==> config.mk <==
export PLATFORM = sky130hd
export DESIGN_NAME = dht11_controller
export DESIGN_NICKNAME = d
export VERILOG_FILES = /design/src/rtl/dht11_pkg.sv /design/src/rtl/dht11_us_tick.sv /design/src/rtl/dht11_controller.sv
export SDC_FILE = /design/constraint.sdc
export NUM_CORES = 1
export LEC_CHECK = 0
export BUFFER_PORTS_ARGS = -buffer_cell sky130_fd_sc_hd__clkbuf_2
export CAP_MARGIN = 25
export CORE_UTILIZATION = 59
export DETAILED_ROUTE_END_ITERATION = 7
export HOLD_SLACK_MARGIN = 0.1
export PLACE_DENSITY = 0.79
export SLEW_MARGIN = 40
export SYNTH_ARGS = -nofsm -noshare
export SYNTH_HDL_FRONTEND = slang
export SYNTH_SLANG_ARGS = --single-unit
==> constraint.sdc <==
create_clock -name clk -period 3.3 [get_ports clk]
set_input_delay 0.33 -clock clk [delete_from_list [all_inputs] [get_ports clk]]
set_output_delay 0.33 -clock clk [all_outputs]
set_load 0.05 [all_outputs]
==> src/rtl/dht11_pkg.sv <==
// Shared types and default timing for the DHT11 single-wire read controller.
package dht11_pkg;

  localparam int START_LOW_US  = 18000;
  localparam int TIMEOUT_US    = 100;
  localparam int BIT_THRESH_US = 40;
  localparam int FRAME_BITS    = 40;
  localparam int DATA_BITS     = 32;

  typedef enum logic [3:0] {
    ST_IDLE,
    ST_START_LOW,
    ST_RELEASE,
    ST_RESP_LOW,
    ST_RESP_HIGH,
    ST_BIT_LOW,
    ST_BIT_HIGH,
    ST_CHECK,
    ST_ERROR
  } state_t;

  // Sensor checksum: plain 8-bit wrap-around sum of the four data bytes.
  function automatic logic [7:0] frame_sum(input logic [DATA_BITS-1:0] d);
    return d[31:24] + d[23:16] + d[15:8] + d[7:0];
  endfunction

endpackage

==> src/rtl/dht11_us_tick.sv <==
// Free-running microsecond timebase: one-cycle tick every CLKS_PER_US clocks.
module us_tick #(
  parameter int CLKS_PER_US = 50
) (
  input  logic clk,
  input  logic reset,
  output logic tick
);

  localparam int            CW   = (CLKS_PER_US > 1) ? $clog2(CLKS_PER_US) : 1;
  localparam logic [CW-1:0] TERM = CW'(CLKS_PER_US - 1);

  logic [CW-1:0] cnt_q;

  // NOTE: sequential state uses non-blocking assignments so every flop sees pre-edge values.
  always_ff @(posedge clk) begin
    if (reset)              cnt_q <= '0;
    else if (cnt_q == TERM) cnt_q <= '0;
    else                    cnt_q <= cnt_q + 1'b1;
  end

  assign tick = (cnt_q == TERM);

endmodule

==> src/rtl/dht11_controller.sv <==
// One complete DHT11 read: start pulse, response preamble, 40 timed bits, latched bytes.
// Define DHT11_CHECKSUM_EN to reject frames whose checksum byte does not match.
module dht11_controller #(
  parameter int CLK_FREQ_HZ   = 50_000_000,
  parameter int START_LOW_US  = dht11_pkg::START_LOW_US,
  parameter int TIMEOUT_US    = dht11_pkg::TIMEOUT_US,
  parameter int BIT_THRESH_US = dht11_pkg::BIT_THRESH_US
) (
  input  logic       clk,
  input  logic       reset,
  input  logic       start,
  input  logic       dht_in,
  output logic       dht_oe,
  output logic       busy,
  output logic       done,
  output logic       error,
  output logic [7:0] hum_int,
  output logic [7:0] hum_dec,
  output logic [7:0] temp_int,
  output logic [7:0] temp_dec
);

  import dht11_pkg::*;

  localparam int          CLKS_PER_US = CLK_FREQ_HZ / 1_000_000;
  localparam logic [15:0] START_CNT   = 16'(START_LOW_US);
  localparam logic [15:0] TMO_CNT     = 16'(TIMEOUT_US);
  localparam logic [15:0] THR_CNT     = 16'(BIT_THRESH_US);
  localparam logic [5:0]  LAST_BIT    = 6'(FRAME_BITS - 1);

  logic tick;

  us_tick #(.CLKS_PER_US(CLKS_PER_US)) u_tick (
    .clk   (clk),
    .reset (reset),
    .tick  (tick)
  );

  // Pin synchronizer plus one history flop for edge detection; idle line is pulled up.
  logic sync1_q, sync2_q, prev_q;
  logic rise, fall;

  always_ff @(posedge clk) begin
    if (reset) begin
      sync1_q <= 1'b1;
      sync2_q <= 1'b1;
      prev_q  <= 1'b1;
    end else begin
      sync1_q <= dht_in;
      sync2_q <= sync1_q;
      prev_q  <= sync2_q;
    end
  end

  assign rise = sync2_q & ~prev_q;
  assign fall = ~sync2_q & prev_q;

  state_t               state_q, state_d;
  logic [15:0]          us_q, us_now;
  logic [5:0]           bit_idx_q;
  logic [DATA_BITS-1:0] data_sr_q;
  logic                 timeout, bit_val, csum_ok;
  logic                 accept, shift_en, latch_en, set_err;

  // us_now is the count including this cycle's tick, so a pulse of W us measures exactly W.
  assign us_now  = (tick && (us_q != 16'hFFFF)) ? us_q + 16'd1 : us_q;
  assign timeout = (us_now >= TMO_CNT);
  assign bit_val = (us_now > THR_CNT);

`ifdef DHT11_CHECKSUM_EN
  logic [7:0] csum_sr_q;
  assign csum_ok = (csum_sr_q == frame_sum(data_sr_q));
`else
  assign csum_ok = 1'b1;
`endif

  always_ff @(posedge clk) begin
    if (reset) state_q <= ST_IDLE;
    else       state_q <= state_d;
  end

  // NOTE: state_d gets a default before the case so no path infers a latch.
  always_comb begin
    state_d = state_q;
    unique case (state_q)
      ST_IDLE:      if (start) state_d = ST_START_LOW;
      ST_START_LOW: if (us_now >= START_CNT) state_d = ST_RELEASE;
      ST_RELEASE:   if (timeout) state_d = ST_ERROR; else if (fall) state_d = ST_RESP_LOW;
      ST_RESP_LOW:  if (timeout) state_d = ST_ERROR; else if (rise) state_d = ST_RESP_HIGH;
      ST_RESP_HIGH: if (timeout) state_d = ST_ERROR; else if (fall) state_d = ST_BIT_LOW;
      ST_BIT_LOW:   if (timeout) state_d = ST_ERROR; else if (rise) state_d = ST_BIT_HIGH;
      ST_BIT_HIGH: begin
        if (timeout)   state_d = ST_ERROR;
        else if (fall) state_d = (bit_idx_q == LAST_BIT) ? ST_CHECK : ST_BIT_LOW;
      end
      ST_CHECK:     state_d = csum_ok ? ST_IDLE : ST_ERROR;
      ST_ERROR:     state_d = ST_IDLE;
      default:      state_d = ST_IDLE;
    endcase
  end

  always_comb begin
    dht_oe   = 1'b0;
    busy     = 1'b1;
    accept   = 1'b0;
    shift_en = 1'b0;
    latch_en = 1'b0;
    set_err  = 1'b0;
    case (state_q)
      ST_IDLE: begin
        busy   = 1'b0;
        accept = start;
      end
      ST_START_LOW: dht_oe   = 1'b1;
      ST_BIT_HIGH:  shift_en = fall & ~timeout;
      ST_CHECK:     latch_en = csum_ok;
      ST_ERROR:     set_err  = 1'b1;
      default:      ;
    endcase
  end

  always_ff @(posedge clk) begin
    if (reset)                   us_q <= '0;
    else if (state_d != state_q) us_q <= '0;
    else                         us_q <= us_now;
  end

  // The first 32 bits are data; the last 8 are the checksum and never enter data_sr_q.
  always_ff @(posedge clk) begin
    if (reset) begin
      bit_idx_q <= '0;
      data_sr_q <= '0;
    end else if (accept) begin
      bit_idx_q <= '0;
    end else if (shift_en) begin
      bit_idx_q <= bit_idx_q + 6'd1;
      if (!bit_idx_q[5]) data_sr_q <= {data_sr_q[DATA_BITS-2:0], bit_val};
    end
  end

`ifdef DHT11_CHECKSUM_EN
  always_ff @(posedge clk) begin
    if (reset)                      csum_sr_q <= '0;
    else if (shift_en && bit_idx_q[5]) csum_sr_q <= {csum_sr_q[6:0], bit_val};
  end
`endif

  always_ff @(posedge clk) begin
    if (reset) begin
      done     <= 1'b0;
      error    <= 1'b0;
      hum_int  <= '0;
      hum_dec  <= '0;
      temp_int <= '0;
      temp_dec <= '0;
    end else begin
      done <= latch_en;
      if (accept)       error <= 1'b0;
      else if (set_err) error <= 1'b1;
      if (latch_en) {hum_int, hum_dec, temp_int, temp_dec} <= data_sr_q;
    end
  end

endmodule

==> impl_metrics.csv <==
group,metric,value,unit
setup_path,critPathMaxFanout,11,
logic_synthesis,synth_common_cells,"dfxtp_1, nand2_1, nor2_1",
flow_run,drv_cap,0,
pwr,p_leak,2.00,nW
final_layout,stdcell_count,665,
final_layout,final_nets,566,
global_route,grtUsageMet3,0.0452,
setup_path,slowest_delay,0.53,ns
sta,skew,0.00729,ns
final_layout,post-route-util,0.661,
floorplanning,io_pins,40,
final_layout,layout-drive-gt1-share,0.178,
sta,setup_violations,0,
floorplanning,die_x,91.2,um
floorplanning,dieArea,0.00831,sq mm
setup_path,cp-start-kind,"flip-flop",
detailed_routing,drcViolationCount,0,
logic_synthesis,synth_top_area_frac,0.431,
floorplanning,fp.dieH,91.2,um
global_route,grt_pass1_vias,3575,
logic_synthesis,synth_area_per_cell,8.69,sq um
setup_path,crit_type,"flip-flop to flip-flop",
sta,hold_viol,0,
logic_synthesis,synth-warning-count,0,
setup_path,cp_cell_sequence,"nand3_1 -> nor4_2 -> mux2_2 -> a221oi_2 -> and4bb_2 -> buf_4 -> nand3_4 -> or4_1 -> a21oi_1",
logic_synthesis,synth-seq-cells,101,
setup_path,crit_arrival,3.38,ns
detailed_routing,vias,3873,
global_route,top_usage_layer,"met2",
clock_network,cts_setup_buffers,0,
sta,tightest_slew,0.622,ns
setup_path,endpoint_kind,"flip-flop",
clock_network,cts_tree,"yes",
setup_path,critPathSlowestCell,"dfxtp_1",
sta,drv_slew,0,
clock_network,cts_buffers,9,
clock_network,root_buffer,"clkbuf_8",
clock_network,clkSinkCount,101,
detailed_routing,routedWlPerCell,14.6,um
logic_synthesis,syn_inst,540,
detailed_routing,dr.pass1.iters,5,
clock_network,htreeDepth,3,
sta,relSlewSlack,0.585,
pwr,ir_worst_vdd,0.000319,V
final_layout,area_growth,8.85,%
sta,hold-worst-slack,0.155,ns
global_route,grt_use_total,0.242,
sta,fmax,325,MHz
detailed_routing,routed_wl,9710,um
global_route,grt.overflow.total,0,
detailed_routing,viasPerCell,5.82,
logic_synthesis,synth_area_leaders,"dfxtp_1, mux2i_1, nand2_1",
logic_synthesis,ys_async_sr_fraction,0,
floorplanning,start_util,0.607,
placed_design,numPortBuffers,39,
detailed_routing,drt_iter0_drc,220,
placed_design,gp_congestion,0.920,
setup_path,rrSetupSlack,0.22,ns
global_route,grt_max_degree,49,
clock_network,clk_pin_slew,0.10,ns
logic_synthesis,seq_area_frac_synth,0.431,
setup_path,path_buf_inv,1,
logic_synthesis,synth_fp_nets,548,
logic_synthesis,synth_enable_flop_cells,0,
setup_path,required,3.61,ns
floorplanning,fp-row-count,32,
sta,rsz0062_at_grt,"no",
detailed_routing,ant_nets,0,
global_route,grt_pass1_wl,16500,um
global_route,grt_antenna_before_repair,0,
logic_synthesis,synth.most_common_cell,"dfxtp_1",
logic_synthesis,yosysTopAreaCell,"dfxtp_1",
logic_synthesis,syn_area,0.00469,sq mm
sta,tns,0,ns
global_route,grtUsageMet2,0.393,
global_route,grtUsageMet1,0.323,
pwr,powerDensity,418,mW/mm^2
hold_path,min_path_type,"primary input to flip-flop",
logic_synthesis,yosys.cell_types.count,69,
sta,fin_crit_sh,0.933,
logic_synthesis,synth_ff_type,"dfxtp_1",
floorplanning,coreArea,0.00773,sq mm
placed_design,place_hpwl,6580,um
clock_network,ctsHoldBuffers,0,
outcome,status,"finished clean",
placed_design,dp.cells,649,
final_layout,antenna_cells,0,
sta,period_minus_slack,3.08,ns
clock_network,cts_buffer_depth,2,
clock_network,clock_latency,0.36,ns
setup_path,critPathTopFamily,"simple AND/OR/NAND/NOR gates",
[final cells by class]
type	instances	area (sq um)
multi-input cells	389	2420
inverters	6	22.5
clock inverters	6	78.8
repair buffers	51	310
clock buffers	10	128
well taps	102	128
flip-flops and latches	101	2020
fillers	630	2620
[state kept, by name (all words and copies together) (netlist names)]
| register | flops |
|---|---|
| hum_int | 8 |
| data_sr_q | 32 |
| u_tick.cnt_q | 6 |
| bit_idx_q | 6 |
| error | 1 |
| temp_int | 8 |
| prev_q | 1 |
| temp_dec | 8 |
| sync1_q | 1 |
| state_q | 4 |
| sync2_q | 1 |
| hum_dec | 8 |
| us_q | 16 |
| done | 1 |
[power breakdown]
group          leakage [nW]  internal [W]  total (W)  switching [W]
registers             0.815       0.00122    0.00123     0.00000689
clock network         0.105      0.000368   0.000826       0.000458
logic                  1.08     0.0000241  0.0000767      0.0000526
[per-layer routing]
metal  share of wire  up-vias  wire length [um]
li1                -     1931                 -
met1            0.45     1808              4330
met2            0.49      117              4730
met3           0.050       17               488
met4           0.017        0               164
met5               0        -                 0
[per-stage QoR]
| stage | setup WS, ns | total power, W | instance area (sq um) |
|---|---|---|---|
| after floorplan | 0.467 | 0.00132 | 4700 |
| after global placement | 0.312 | 0.00133 | 4900 |
| after detailed placement | 0.191 | 0.00134 | 4900 |
| after CTS | 0.171 | 0.00214 | 5110 |
| after global routing | 0.0318 | 0.00220 | 5110 |
| final | 0.221 | 0.00213 | 5110 |
[final timing paths]
check	startpoint	endpoint	depth (start not counted)
hold / removal	dht_in	sync1_q	2
setup reg to reg	us_q[2]	bit_idx_q[5]	9
hold reg to reg	sync1_q	sync2_q	1
setup / recovery	us_q[2]	bit_idx_q[5]	9
[cells in the final DEF (no fill, tap or decap), types with 6 or more instances in the layout]
cell type and count:
a21oi_1 42, nand3_1 18, xnor2_1 9, buf_4 10, dfxtp_1 100, clkbuf_2 39
o21ai_0 8, inv_1 6, nor3_1 17, nand2_1 85, or2_2 7, nor4_2 10
nor4_1 8, clkbuf_8 9, mux2i_1 33, xor2_1 7, nor2_1 52, nand4_1 12
[cells by family (layout without fill, tap and decap cells)]
logic type	Yosys count	after routing	synth area share
AO/OA/AOI/OAI	80	80	0.110
multiplexers	36	36	0.0781
AND/OR/NAND/NOR	253	253	0.285
XOR/XNOR	16	16	0.0299
flip-flops	101	101	0.431
adder cells (fa/ha/maj)	4	4	0.0107
buffers and inverters	50	73	0.0557
[what timing repair did]
item	4_1_cts	5_1_grt
endpoints found under the setup margin	0	2
hold endpoints to repair	0	0
gates resized for setup	0	2
(Power assumes the default switching activity.)
